## config.mk

```make
export PLATFORM = sky130hd
export DESIGN_NAME = fp32_div_seq_ctrl
export DESIGN_NICKNAME = d
export VERILOG_FILES = /design/src/rtl/fp32_div_seq_ctrl.sv
export SDC_FILE = /design/constraint.sdc
export NUM_CORES = 1
export LEC_CHECK = 0
export CAP_MARGIN = 15
export CORE_AREA = 3 3 93 130
export DETAILED_ROUTE_END_ITERATION = 7
export DIE_AREA = 0 0 96 133
export PLACE_DENSITY = 0.94
export SETUP_SLACK_MARGIN = 0.3
export SYNTH_ARGS = -nofsm -noshare
export SYNTH_HDL_FRONTEND = slang
export SYNTH_SLANG_ARGS = --single-unit
export TNS_END_PERCENT = 20
```

## constraint.sdc

```tcl
create_clock -name clk_i -period 3.6 [get_ports clk_i]
set_clock_uncertainty 0.1 [all_clocks]
set_input_delay 0.72 -clock clk_i [delete_from_list [all_inputs] [get_ports clk_i]]
set_output_delay 0.72 -clock clk_i [all_outputs]
set_load 0.02 [all_outputs]
```

## src/rtl/fp32_div_seq_ctrl.sv

```systemverilog
// fp32_div_seq_ctrl
//   Sequencing and exception wrapper around an FP32 SRT radix-4 divider core.
//   An operand pair is taken over valid/ready and classified. Special operands
//   (NaN, inf, zero, denormal) are answered directly. Normal operands restart
//   the core and wait for its iteration flag. The result is then held under
//   downstream backpressure.
// Ports
//   clk_i              clock, rising edge
//   rst_i              asynchronous reset, active low
//   in_valid_i/ready_o operand handshake; in_dividend_i, in_divisor_i operands
//   core_dividend_o    latched operands driven to the core
//   core_divisor_o
//   core_rst_o         registered active-low reset/start to the core
//   core_quotient_i    core result
//   core_flag_i        core iteration counter
//   out_valid_o/ready_i result handshake
//   out_result_o       quotient
//   out_flags_o        {invalid, divzero, overflow, underflow}
module fp32_div_seq_ctrl #(
  parameter int          CORE_ITERS = 15,
  parameter logic [31:0] QNAN       = 32'h7FC0_0000
) (
  input  logic        clk_i,
  input  logic        rst_i,
  input  logic        in_valid_i,
  output logic        in_ready_o,
  input  logic [31:0] in_dividend_i,
  input  logic [31:0] in_divisor_i,
  output logic [31:0] core_dividend_o,
  output logic [31:0] core_divisor_o,
  output logic        core_rst_o,
  input  logic [31:0] core_quotient_i,
  input  logic [5:0]  core_flag_i,
  output logic        out_valid_o,
  input  logic        out_ready_i,
  output logic [31:0] out_result_o,
  output logic [3:0]  out_flags_o
);

  typedef enum logic [1:0] {IDLE, LOAD, RUN, DONE} state_e;

  localparam logic [5:0] FLAG_DONE = 6'(CORE_ITERS);
  localparam logic [5:0] WD_LIM    = 6'(CORE_ITERS + 4);

  state_e      state_q, state_d;
  logic        in_ready_q, in_ready_d;
  logic        out_valid_q, out_valid_d;
  logic [31:0] out_result_q, out_result_d;
  logic [3:0]  out_flags_q, out_flags_d;
  logic        core_rst_q, core_rst_d;
  logic [31:0] dvd_q, dvd_d, dvs_q, dvs_d;
  logic [5:0]  wd_q, wd_d;

  // Classification of the latched operands (evaluated in LOAD).
  logic       a_nan, b_nan, a_inf, b_inf, a_zero, b_zero, special, r_sign;
  logic [31:0] spec_result;
  logic [3:0]  spec_flags;

  always_comb begin
    a_nan  = (dvd_q[30:23] == 8'hFF) && (dvd_q[22:0] != '0);
    b_nan  = (dvs_q[30:23] == 8'hFF) && (dvs_q[22:0] != '0);
    a_inf  = (dvd_q[30:23] == 8'hFF) && (dvd_q[22:0] == '0);
    b_inf  = (dvs_q[30:23] == 8'hFF) && (dvs_q[22:0] == '0);
    // Exponent 0 covers denormals, which flush to zero.
    a_zero = (dvd_q[30:23] == 8'h00);
    b_zero = (dvs_q[30:23] == 8'h00);
    r_sign = dvd_q[31] ^ dvs_q[31];
    special = a_nan | b_nan | a_inf | b_inf | a_zero | b_zero;

    spec_result = {r_sign, 31'h0};
    spec_flags  = 4'b0000;
    if (a_nan || b_nan || (a_zero && b_zero) || (a_inf && b_inf)) begin
      spec_result = QNAN;
      spec_flags  = 4'b1000;
    end else if (b_zero) begin
      spec_result = {r_sign, 8'hFF, 23'h0};
      spec_flags  = 4'b0100;
    end else if (a_inf) begin
      spec_result = {r_sign, 8'hFF, 23'h0};
    end
  end

  always_comb begin
    state_d      = state_q;
    in_ready_d   = in_ready_q;
    out_valid_d  = out_valid_q;
    out_result_d = out_result_q;
    out_flags_d  = out_flags_q;
    core_rst_d   = 1'b1;
    dvd_d        = dvd_q;
    dvs_d        = dvs_q;
    wd_d         = wd_q;
    unique case (state_q)
      IDLE: begin
        if (in_valid_i && in_ready_q) begin
          dvd_d      = in_dividend_i;
          dvs_d      = in_divisor_i;
          in_ready_d = 1'b0;
          state_d    = LOAD;
        end
      end
      LOAD: begin
        if (special) begin
          out_result_d = spec_result;
          out_flags_d  = spec_flags;
          out_valid_d  = 1'b1;
          state_d      = DONE;
        end else begin
          core_rst_d = 1'b0;
          wd_d       = '0;
          state_d    = RUN;
        end
      end
      RUN: begin
        wd_d = wd_q + 6'd1;
        // While core_rst_q is still low the core has not seen the restart,
        // so its flag still reflects the previous free-running value.
        if (core_rst_q && core_flag_i == FLAG_DONE) begin
          out_result_d = core_quotient_i;
          out_flags_d  = {2'b00, core_quotient_i[30:23] == 8'hFF,
                          core_quotient_i[30:23] == 8'h00};
          out_valid_d  = 1'b1;
          state_d      = DONE;
        end else if (wd_q == WD_LIM) begin
          out_result_d = QNAN;
          out_flags_d  = 4'b1000;
          out_valid_d  = 1'b1;
          state_d      = DONE;
        end
      end
      DONE: begin
        if (out_ready_i) begin
          out_valid_d = 1'b0;
          in_ready_d  = 1'b1;
          state_d     = IDLE;
        end
      end
      default: state_d = IDLE;
    endcase
  end

  always_ff @(posedge clk_i or negedge rst_i) begin
    if (!rst_i) begin
      state_q      <= IDLE;
      in_ready_q   <= 1'b1;
      out_valid_q  <= 1'b0;
      out_result_q <= '0;
      out_flags_q  <= '0;
      core_rst_q   <= 1'b0;
      dvd_q        <= '0;
      dvs_q        <= '0;
      wd_q         <= '0;
    end else begin
      state_q      <= state_d;
      in_ready_q   <= in_ready_d;
      out_valid_q  <= out_valid_d;
      out_result_q <= out_result_d;
      out_flags_q  <= out_flags_d;
      core_rst_q   <= core_rst_d;
      dvd_q        <= dvd_d;
      dvs_q        <= dvs_d;
      wd_q         <= wd_d;
    end
  end

  assign in_ready_o      = in_ready_q;
  assign out_valid_o     = out_valid_q;
  assign out_result_o    = out_result_q;
  assign out_flags_o     = out_flags_q;
  assign core_rst_o      = core_rst_q;
  assign core_dividend_o = dvd_q;
  assign core_divisor_o  = dvs_q;

endmodule

```

## After elaboration in Yosys (flattened, before gate mapping)

Index checks and enable logic that the tools add are counted.

- Register bits after elaboration: 111
- Input bits: 106
- Output and inout port bits: 103
- Logic and storage cells: 88

- Add/sub/neg operators: 1
- Bitwise gates (word level): 6
- Reduce and logical (&&, ||, !) cells: 28
- Muxes and demuxes: 31
- Eq/ne operators: 13

Operators with widths:

| operator | number |
|---|---|
| $mux W32 | 4 |
| $pmux W32 S2 | 1 |
| $mux W31 | 2 |
| $logic_not A23 Y1 | 2 |
| $reduce_bool A23 Y1 | 2 |
| $eq A8 B8 Y1 const B | 3 |
| $logic_not A8 Y1 | 3 |
| $mux W4 | 4 |
| $pmux W6 S2 | 1 |
| $mux W1 | 9 |
| $reduce_and A3 Y1 | 3 |
| $logic_and A1 B1 Y1 | 8 |
| $mux W2 | 4 |
| $ne A2 B2 Y1 const B | 4 |
| $pmux W2 S4 | 1 |
| $pmux W4 S2 | 1 |
| $add A6 B1 Y6 const B | 1 |
| $eq A6 B4 Y1 const B | 1 |
| $eq A6 B5 Y1 const B | 1 |
| $mux W6 | 1 |
| $or A1 B1 Y1 | 5 |
| $eq A2 B2 Y1 const B | 2 |
| $reduce_and A2 Y1 | 2 |
| $reduce_and A4 Y1 | 1 |
| 10 further kinds | 13 |

## Logic depth before layout (Yosys ltp)

- Depth in word-level cells: 9
- Gate-level depth with buffers: 8
- Depth with buffers taken out: 7

## Least setup slack after synthesis

Ideal clock, no wire load.

- Kind: input -> register
- Start point: in core_flag_i[4]
- End point: reg out_flags_q[0], in the netlist out_flags_o[0]
- Arrival: 2.034 ns
- Path buffers: 0
- Library setup time: 0.125 ns
- Required time: 3.375 ns
- Stages on the path: 5
- Path slack: 1.341 ns
- Cell sequence: nand4bb_1 o21ai_0 o22ai_1 a21oi_4 mux2_4

- Longest elaborated chain between the ends: 4
- Elaborated cells between the ends (all ways): 6
- Those cells by class: 2 x eq/ne; 2 x mux; 2 x reduce/logical

Ends and longest elaborated chain:

| element | line | text |
|---|---|---|
| start: declaration | 33 | `input logic [5:0] core_flag_i,` |
| $eq A6 B4 Y1 (*) | 118 | `if (core_rst_q && core_flag_i == FLAG_DONE) begin` |
| $logic_and A1 B1 Y1 (*) | 118 |  |
| $ne A3 B3 Y1 (no line) / $mux W4 (equally long branches) | -- |  |
| $reduce_and A3 Y1 (no line) / $pmux W4 S2 (equally long branches) | -- |  |
| end signal: assignment | 158 | `out_flags_q <= out_flags_d;` |
| end: declaration | 49 | `logic [3:0] out_flags_q, out_flags_d;` |

Every way passes the cells marked *; elsewhere a longest branch is shown, timed or not.
A chain may end at the register's enable or synchronous reset.

## Worst setup path after layout

- Start point: in core_flag_i[5]
- End point: reg out_result_q[21], in the netlist out_result_o[21]

- Longest elaborated chain between the ends: 4
- Elaborated cells between the ends (all ways): 6
- Those cells by class: 2 x eq/ne; 2 x mux; 2 x reduce/logical

Ends and longest elaborated chain:

| element | line | text |
|---|---|---|
| $eq A6 B4 Y1 (*) | 118 |  |
| $logic_and A1 B1 Y1 (*) | 118 |  |
| $ne A3 B3 Y1 (no line) / $mux W32 (equally long branches) | -- |  |
| $reduce_and A3 Y1 (no line) / $pmux W32 S2 (equally long branches) | -- |  |
| end signal: assignment | 157 | `out_result_q <= out_result_d;` |
| end: declaration | 48 | `logic [31:0] out_result_q, out_result_d;` |

Marked as above.

==> results_dict.tcl <==
set metrics [dict create \
    status "finished clean" \
    yosysWarnings 0 \
    cts_setup_buffers 0 \
    start_util 0.457 \
    crit_arrival_ns 2.87 \
    critPathKind "in2reg" \
    tns_ns 0 \
    leakage_nw 3.08 \
    synth_area_mm2 0.00502 \
    route.final.wire_length_mm 13.4 \
    synth.top_cells.by_count "dfrtp_1, mux2_2, inv_1" \
    grt_max_degree 81 \
    cts-root-buf "clkbuf_16" \
    async_reset_ff_frac 1.00 \
    antenna_found_initial 0 \
    synth_area_leaders "dfrtp_1, mux2_2, mux2i_1" \
    crit_fanout 22 \
    hpwlAfterDp_mm 10.3 \
    clock_path_buffers 2 \
    fin_crit_sh 0.751 \
    grt_pass1_wl_mm 21.6 \
    hold_viol 0 \
    hold_start "out_valid_o" \
    avgRoutedWirePerCell_um 18.0 \
    fp-row-count 45 \
    synth_edf_count 0 \
    synthFlopType "dfrtp_1" \
    synth.most_common_cell "dfrtp_1" \
    maxCapViolCount 0 \
    drv_slew 0 \
    drive_gt1_frac 0.171 \
    coreArea_mm2 0.0110 \
    gr-total-overflow 0 \
    powerDensity_mw_per_mm2 842 \
    clkTransAtPathRegs_ns 0.08 \
    rsz0062_at_grt "no" \
    drtIter0Drc 123 \
    hp-class "reg2reg" \
    syn_nets 503 \
    fmax_mhz 370 \
    yosys.area.top_type "dfrtp_1" \
    ios 209 \
    track_usage 0.217 \
    firstDrtPassIters 4 \
    ctsResizeCount 0 \
    required_ns 3.76 \
    ys_ff_latch 111 \
    end_kind "flip-flop" \
    min_period_ns 2.70 \
    peakVddDrop_uv 577 \
    vias 3898 \
    insertion_delay_ns 0.35 \
    cp-startpoint "core_flag_i[5]" \
    ys_types 55 \
    via_per_inst 5.23 \
    ctsHoldBuffers 0 \
    syn_to_final_growth_pct 49.4 \
    gp_congestion 0.770 \
    cts_tree "built" \
    dp_worst_setup_slack_ns 0.528 \
    synth.avg_cell_area_um2 12.8 \
    finalNetCount 711 \
    die_y_um 133 \
    syn_inst 391 \
    grt_pass1_vias 4288 \
    drc 0 \
    ys_seq_area_frac 0.554 \
    slew_headroom 0.336 \
    r2r_start "wd_q[0]" \
    dieArea_mm2 0.0128 \
    chipWidth_um 96 \
    port_buffers 208 \
    cts_made_buffers 9 \
    worst_slack_ns 0.897 \
    antenna_cells 0 \
    setup_viol 0 \
    cts.sinks 111 \
    crit_path_start_kind "input port" \
    htree_num_levels 3 \
    worst_slew_pin_slew_ns 0.997 \
    ant_nets 0 \
    synth_top_area_share 0.549 \
]
==> registers in the layout, summed over array words and instances, names as in the netlist <==
name and flops:
core_dividend_o 32, core_divisor_o 32, out_result_o 32, wd_q 6, out_flags_o 4, state_q 2
core_rst_o 1, in_ready_o 1, out_valid_o 1
==> routing by layer <==
metal	vias to the layer above	global-route usage	part of all wire
met5	-	0	0
met4	0	0.0918	0.029
met3	29	0.0683	0.080
met2	160	0.374	0.53
met1	1895	0.242	0.36
li1	1814	-	-
==> area by class of cell <==
class	count	area [um2]
clock buffer	10	239
timing repair buffer	213	2130
inverter	31	116
multi-input combinational	233	2000
clock inverter	6	56.3
sequential	111	2780
tap	141	176
fill	799	3480
==> cells in the final DEF (no fill, tap or decap), types with 2 or more instances in the layout <==
| cell | Yosys | final |
|---|---|---|
| o22a_1 | 10 | 10 |
| dfrtp_1 | 110 | 110 |
| o2bb2ai_1 | 4 | 4 |
| mux2i_1 | 24 | 24 |
| nand2_1 | 29 | 29 |
| clkbuf_16 | 0 | 9 |
| nand4_1 | 9 | 9 |
| a21o_1 | 2 | 2 |
| nor2_1 | 5 | 5 |
| o21ai_0 | 4 | 4 |
| inv_1 | 31 | 31 |
| and2_1 | 4 | 4 |
| inv_6 | 0 | 3 |
| nor4_1 | 12 | 12 |
| inv_8 | 0 | 2 |
| mux2_2 | 65 | 65 |
| nor3_1 | 5 | 4 |
| a21oi_1 | 5 | 5 |
| buf_4 | 1 | 5 |
| o21ai_1 | 4 | 4 |
| nand3_1 | 4 | 3 |
| nor2_4 | 3 | 3 |
| a2bb2oi_1 | 8 | 8 |
| clkdlybuf4s50_1 | 0 | 207 |
| ha_1 | 6 | 6 |
| or4_4 | 3 | 3 |
| mux2_4 | 2 | 2 |
| nor2b_1 | 2 | 2 |
==> worst paths after layout <==
kind | endpoint | slack [ns] | cells past startpoint
max | out_result_o[21] | 0.90 | 7
min | out_valid_o | 0.39 | 1
max reg2reg | out_result_o[21] | 0.98 | 7
min reg2reg | out_valid_o | 0.39 | 1
max in group asynchronous | core_dividend_o[8] | 2.12 | 2
min in group asynchronous | core_rst_o | 0.45 | 1
==> critical path: stages <==
cell	delay, ns
clkdlybuf4s50_1	0.42
nand4bb_1	0.21
o21ai_0	0.35
o22ai_1	0.19
a21oi_4	0.46
buf_12	0.27
mux2i_1	0.22
==> kinds of logic (layout without fill, tap and decap cells) <==
| logic type | Yosys count | in the layout | share of synthesized area |
|---|---|---|---|
| buffers and inverters | 47 | 260 | 0.0496 |
| AO/OA/AOI/OAI | 49 | 49 | 0.0771 |
| XOR/XNOR | 1 | 1 | 0.00175 |
| adder cells (fa/ha/maj) | 6 | 6 | 0.0150 |
| flip-flops | 111 | 111 | 0.554 |
| AND/OR/NAND/NOR | 85 | 85 | 0.101 |
| multiplexers | 92 | 92 | 0.202 |
==> metrics by stage <==
stage           util  hold WS, ns  cells  power, W  instance area [um2]
3_3_place_gp   0.656        0.382    729   0.00523                 7200
5_1_grt        0.683        0.418    745   0.00669                 7500
4_1_cts        0.683        0.401    745   0.00637                 7500
6_report       0.683        0.390    745   0.00631                 7500
2_1_floorplan      -        0.324    391   0.00404                 5020
3_5_place_dp   0.656        0.379    729   0.00536                 7200
==> where the power goes <==
| group | internal, W | leakage (nW) | switching [W] |
|---|---|---|---|
| Sequential | 0.00175 | 1.37 | 0.000431 |
| Combinational | 0.00165 | 1.57 | 0.00150 |
| Clock | 0.000506 | 0.144 | 0.000476 |
| Total | 0.00390 | 3.08 | 0.00241 |
(Power assumes the default switching activity.)
==> variant 1 (same settings) <==
Add an input register stage for `in_dividend_i` and `in_divisor_i`, with the module's reset; this delays them by one clock. The other inputs are not delayed to match.
--- a/src/rtl/fp32_div_seq_ctrl.sv
+++ b/src/rtl/fp32_div_seq_ctrl.sv
@@ -42,4 +42,17 @@
   localparam logic [5:0] FLAG_DONE = 6'(CORE_ITERS);
   localparam logic [5:0] WD_LIM    = 6'(CORE_ITERS + 4);
+
+  logic [31:0] in_dividend_q;
+  logic [31:0] in_divisor_q;
+
+  always_ff @(posedge clk_i or negedge rst_i) begin
+    if (!rst_i) begin
+      in_dividend_q <= '0;
+      in_divisor_q  <= '0;
+    end else begin
+      in_dividend_q <= in_dividend_i;
+      in_divisor_q  <= in_divisor_i;
+    end
+  end
 
   state_e      state_q, state_d;
@@ -94,6 +107,6 @@
       IDLE: begin
         if (in_valid_i && in_ready_q) begin
-          dvd_d      = in_dividend_i;
-          dvs_d      = in_divisor_i;
+          dvd_d      = in_dividend_q;
+          dvs_d      = in_divisor_q;
           in_ready_d = 1'b0;
           state_d    = LOAD;
Formal check against the unedited RTL: not equivalent (Yosys sat finds a counterexample within 4 cycles, from zero or initial values and one cycle with rst_i low).
==> variant 1 against the unedited design <==
Total power increased by 23%; combinational power decreased by 3%; largest cell class unchanged; worst setup slack got worse by 0.19 ns; synthesized area increased by 27%; register-to-register slack got worse by 0.27 ns; sequential cell count increased by 64; routed wire length increased by 20%; design area increased by 23%; synthesized cell count increased by 20%; sequential power increased by 35%; critical endpoint is now out_result_o[22]; global-route usage increased by 4.9 points; final cell count increased by 13%.
==> variant 1: results (changes against the unedited design) <==
- The met2 layer wire length in the routed design came to 8.780 mm (+23%).
* Average detailed-routed wire length per instance: 19.26 µm (+6.9%)
* Worst min path class: primary input to asynchronous set/reset pin
- The worst setup path is launched from a flip-flop.
* Met1 track demand over resource in global routing: 30.04% (+5.8 points)
- Share of total power in the clock network: 22.7% (+7.1 points)
- The placed wire-length estimate after detailed placement is 11.57 mm (+12%).
- Insertion delay to the later sink of the worst-skew pair: 0.42 ns (+0.07 ns)
* Total iterations of the first detailed-routing run: 5 (+1)
- Distinct cell type count after synthesis: 41 (-25%)
- The fraction of the mapped netlist area in adder cells came to 1.177% (-0.32 points).
* Multiplexer area fraction after synthesis: 11.63% (-8.6 points)
* Synthesized-area fraction occupied by xor and xnor cells: 0.1373% (-0.037 points)
* Power consumption: 7.760 mW (+23%)
- The switching power total came to 2.839 mW (+18%).
* R2r worst-path depth: 6 (-1)
- The non-filler instance count after layout was 839 (+13%).
* Clock-pin slew of the registers on the worst-case setup and hold paths: 0.06 ns (-0.02 ns)
- Status: finished, final reports clean
- The detailed router's first-iteration violation count is 210 (+71%).
- In the synthesized netlist, the cells that appear most often are sky130_fd_sc_hd__dfrtp_1, sky130_fd_sc_hd__nand2_1, sky130_fd_sc_hd__mux2_2.
- In this run the critical register-to-register path is captured at out_result_o[22].
- The met1 routed wirelength after detailed routing was 5.693 mm (+18%).
- Total routing resource utilization after global routing: 26.61% (+4.9 points)
* Pin count of the biggest net entering global routing: 88 (+8.6%)
-- variant 1: cell types whose count changed after synthesis, moves of 7 or more --
| cell | change |
|---|---|
| sky130_fd_sc_hd__o22a_1 | -10 |
| sky130_fd_sc_hd__a2bb2oi_1 | -8 |
| sky130_fd_sc_hd__nand2_1 | +39 |
| sky130_fd_sc_hd__a31oi_1 | +7 |
| sky130_fd_sc_hd__nand3_1 | +25 |
| sky130_fd_sc_hd__inv_1 | -24 |
| sky130_fd_sc_hd__dfrtp_1 | +64 |
| sky130_fd_sc_hd__o21ai_0 | +13 |
| sky130_fd_sc_hd__mux2i_1 | -23 |
| sky130_fd_sc_hd__nor2_1 | +12 |
-- variant 1: area by class of cell --
| class | instances | area [µm²] |
|---|---|---|
| clock buffer | 18 | 439.2 |
| clock inverter | 14 | 138.9 |
| sequential | 175 | 4380 |
| inverter | 7 | 26.28 |
| tap | 141 | 176.4 |
| fill | 592 | 1783 |
| timing repair buffer | 213 | 2133 |
| multi-input combinational | 271 | 1902 |
==> variant 2 (same flow settings) <==
Made on the original files. Set the parameter `CORE_ITERS` to 7 (it was 15).
--- a/src/rtl/fp32_div_seq_ctrl.sv
+++ b/src/rtl/fp32_div_seq_ctrl.sv
@@ -18,5 +18,5 @@
 //   out_flags_o        {invalid, divzero, overflow, underflow}
 module fp32_div_seq_ctrl #(
-  parameter int          CORE_ITERS = 15,
+  parameter int          CORE_ITERS = 7,
   parameter logic [31:0] QNAN       = 32'h7FC0_0000
 ) (
Behaviour: not the same (Yosys sat finds a counterexample within 10 cycles, from zero or initial values and one cycle with rst_i low).
==> variant 2 against the unedited design <==
Synthesized cell count up 1.5%; core utilization decreased by 0.057 points; sequential cell count unchanged; routed wire length increased by 1.1%; fmax shrank 8.4%; design area is essentially flat; worst hold slack lost 0.016 ns; non-clock buffer count unchanged; worst setup slack worse by 0.25 ns; synthesized area fell by 0.65%; critical path type unchanged; largest cell class unchanged; highest routed layer unchanged.
Power is not compared: it rests on default switching activity, and its combinational part moved more than twofold at a synthesized area within 25%.
==> variant 2: results (changes against the unedited design) <==
* Placed insts: 735 (+0.82%)
* Max-cap violations: 0 (unchanged)
- Total vias in the final route: 3967 (+1.8%)
* Global-route wire length before repair: 21.67 mm (+0.25%)
* Max FO, Critical Path: 26 (+18%)
- Critical path origin: core_flag_i[4]
* Sequential cell area fraction in the yosys report: 55.75% (+0.36 points)
- R2r worst-path depth: 7 (unchanged)
- Average detailed-routed wire length per instance: 18.07 µm (+0.33%)
- In the synthesized netlist, the cells that appear most often are sky130_fd_sc_hd__dfrtp_1, sky130_fd_sc_hd__mux2_2, sky130_fd_sc_hd__nand2_1.
- The minimum hold slack was 0.3741 ns (-0.01563 ns).
- The fraction of layout instances using a drive strength above 1 came to 16.56% (-0.50 points).
* Insertion delay to the later sink of the worst-skew pair: ~0.34 ns
* Ranking of synthesized cells by area: sky130_fd_sc_hd__dfrtp_1, sky130_fd_sc_hd__mux2_2, sky130_fd_sc_hd__mux2i_1, sky130_fd_sc_hd__nand2_1, sky130_fd_sc_hd__inv_1
* Number of design-rule violations left by the first detailed-router iteration: 159 (+29%)
- Worst min path class: primary input to asynchronous set/reset pin
- The initial antenna violation count was 0 (unchanged).
- Via count of the first global-routing pass: 4326 (+0.89%)
* TritonCTS buffer count: 9 (unchanged)
- In the synthesized netlist the dominant register cell turns out to be sky130_fd_sc_hd__dfrtp_1.
- Detailed Place HPWL: 10.40 mm (+0.70%)
- The share of flip-flops with an asynchronous set or reset after synthesis came to 100.0% (unchanged).
- The number of buffers on the longest clock path is 2 (unchanged).
* Cell leakage power: 3.267 nW
- Post-Syn Nets: 509 (+1.2%)
* Total iterations of the first detailed-routing run: 4 (unchanged)
- sky130_fd_sc_hd__dfrtp_1 takes more of the synthesized area than any other cell.
- Syn Inst Count: 397 (+1.5%)
* YS warnings: 0 (unchanged)
- The worst reg-to-reg setup slack came to 0.95 ns (-0.03 ns).
* Cell with the biggest individual delay on the critical path: sky130_fd_sc_hd__or3_1
- Longest individual stage delay on the worst path: 0.57 ns (+0.11 ns)
* Distinct cell type count after synthesis: 44 (-20%)
- The final-layout fill cell count is 809 (+1.3%).
* Worst slew margin relative to its limit: 38.80% (+5.2 points)
- The weighted congestion at the end of routability-driven global placement came to 0.7669 (-0.44%).
- Non-filler instance count after layout: 751 (+0.81%)
- The tree is rooted in a sky130_fd_sc_hd__clkbuf_16.
- The pin count of the biggest net entering global routing is 68 (-16%).
- The post-layout net count is 717 (+0.84%).
* Status: finished, final reports clean
- Worst reg2reg path endpoint: out_result_o[14]
- Clock-pin slew of the registers on the worst-case setup and hold paths: ~0.07 ns
- The kind of cell with the highest combined delay along the critical path is simple AND/OR/NAND/NOR gates.
- The total routing usage reported by global routing was 21.60% (-0.15 points).
* Number of buffers added for setup after CTS: 0 (unchanged)
- The quantity of I/O buffers inserted on ports is 208 (unchanged).
* Number of diodes added for antenna fixing: 0 (unchanged)
* Arr. time, crit path: 3.11 ns (+0.24 ns)
- The count of instances resized after the clock tree is built came to 0 (unchanged).
* Maximum level of the CTS H-tree: 3 (unchanged)
- VDD sags by at most about 0.00028 V.
- Worst R2R Start: wd_q[0]
[variant 2: changes by cell type in the layout (fill, tap and decap cells not counted), sizes merged, moves of 4 or more]
cell	unedited run	this run
o22a	10	0
o21a	0	8
o32a	0	8
a2bb2oi	8	1
nand2	29	34
and2	4	0
inv	36	32
o2bb2ai	4	0
[variant 2: worst max-delay path by stage]
stage | to | slack, ns | cells past startpoint
CTS | out_result_o[15] | 0.67 | 7
finish | out_result_o[14] | 0.65 | 7
global placement | out_result_o[10] | 0.46 | 7
global route | out_result_o[11] | 0.56 | 7
floorplan | out_flags_o[0] | 1.12 | 7
detailed placement | out_result_o[14] | 0.32 | 7
[variant 2: per-stage QoR]
step	setup WS [ns]	power (mW)	area [µm²]	util (%)
after detailed placement	0.3244	1.420	7192	65.50
after CTS	0.6698	2.409	7490	68.22
after floorplan	1.118	1.275	4985	-
after global placement	0.4610	1.417	7192	65.50
after global routing	0.5577	2.473	7490	68.22
final	0.6498	2.389	7490	68.22
[variant 2: metal layers]
| layer | part of all wire [%] | GRT usage [%] | vias to the layer above |
|---|---|---|---|
| met5 | 0 | 0 | - |
| met4 | 1.3 | 5.538 | 0 |
| met3 | 7.1 | 5.290 | 12 |
| met2 | 55 | 39.30 | 157 |
| met1 | 37 | 24.61 | 1952 |
| li1 | - | - | 1846 |
[variant 2: logic make-up (layout without fill, tap and decap cells)]
| group | count (synthesis) | count (layout) | share of synthesized area, % |
|---|---|---|---|
| xor gates and xnor gates | 1 | 1 | 0.1757 |
| and+or+nand+nor | 90 | 90 | 9.287 |
| buffers and inverters | 47 | 260 | 4.844 |
| DFF | 111 | 111 | 55.75 |
| muxes | 90 | 90 | 19.75 |
| adders and majority gates | 6 | 6 | 1.506 |
| AOI/OAI and AO/OA | 52 | 52 | 8.685 |
[variant 2: where the power goes]
group | leakage, nW | switching [mW] | internal, mW
Combinational | 1.59 | 0.0468 | 0.102
Clock | 0.142 | 0.454 | 0.541
Sequential | 1.53 | 0 | 1.25
Total | 3.27 | 0.500 | 1.89
[variant 2: final cells by class]
cell class	instances	area [µm²]	share of cell area, %
flip-flops and latches	111	2779	37.10
repair buffers	213	2130	28.43
inverters	31	116.4	1.554
clock inverters	7	72.57	0.9689
multi-input cells	239	1991	26.58
clock buffers	9	225.2	3.007
well taps	141	176.4	2.355
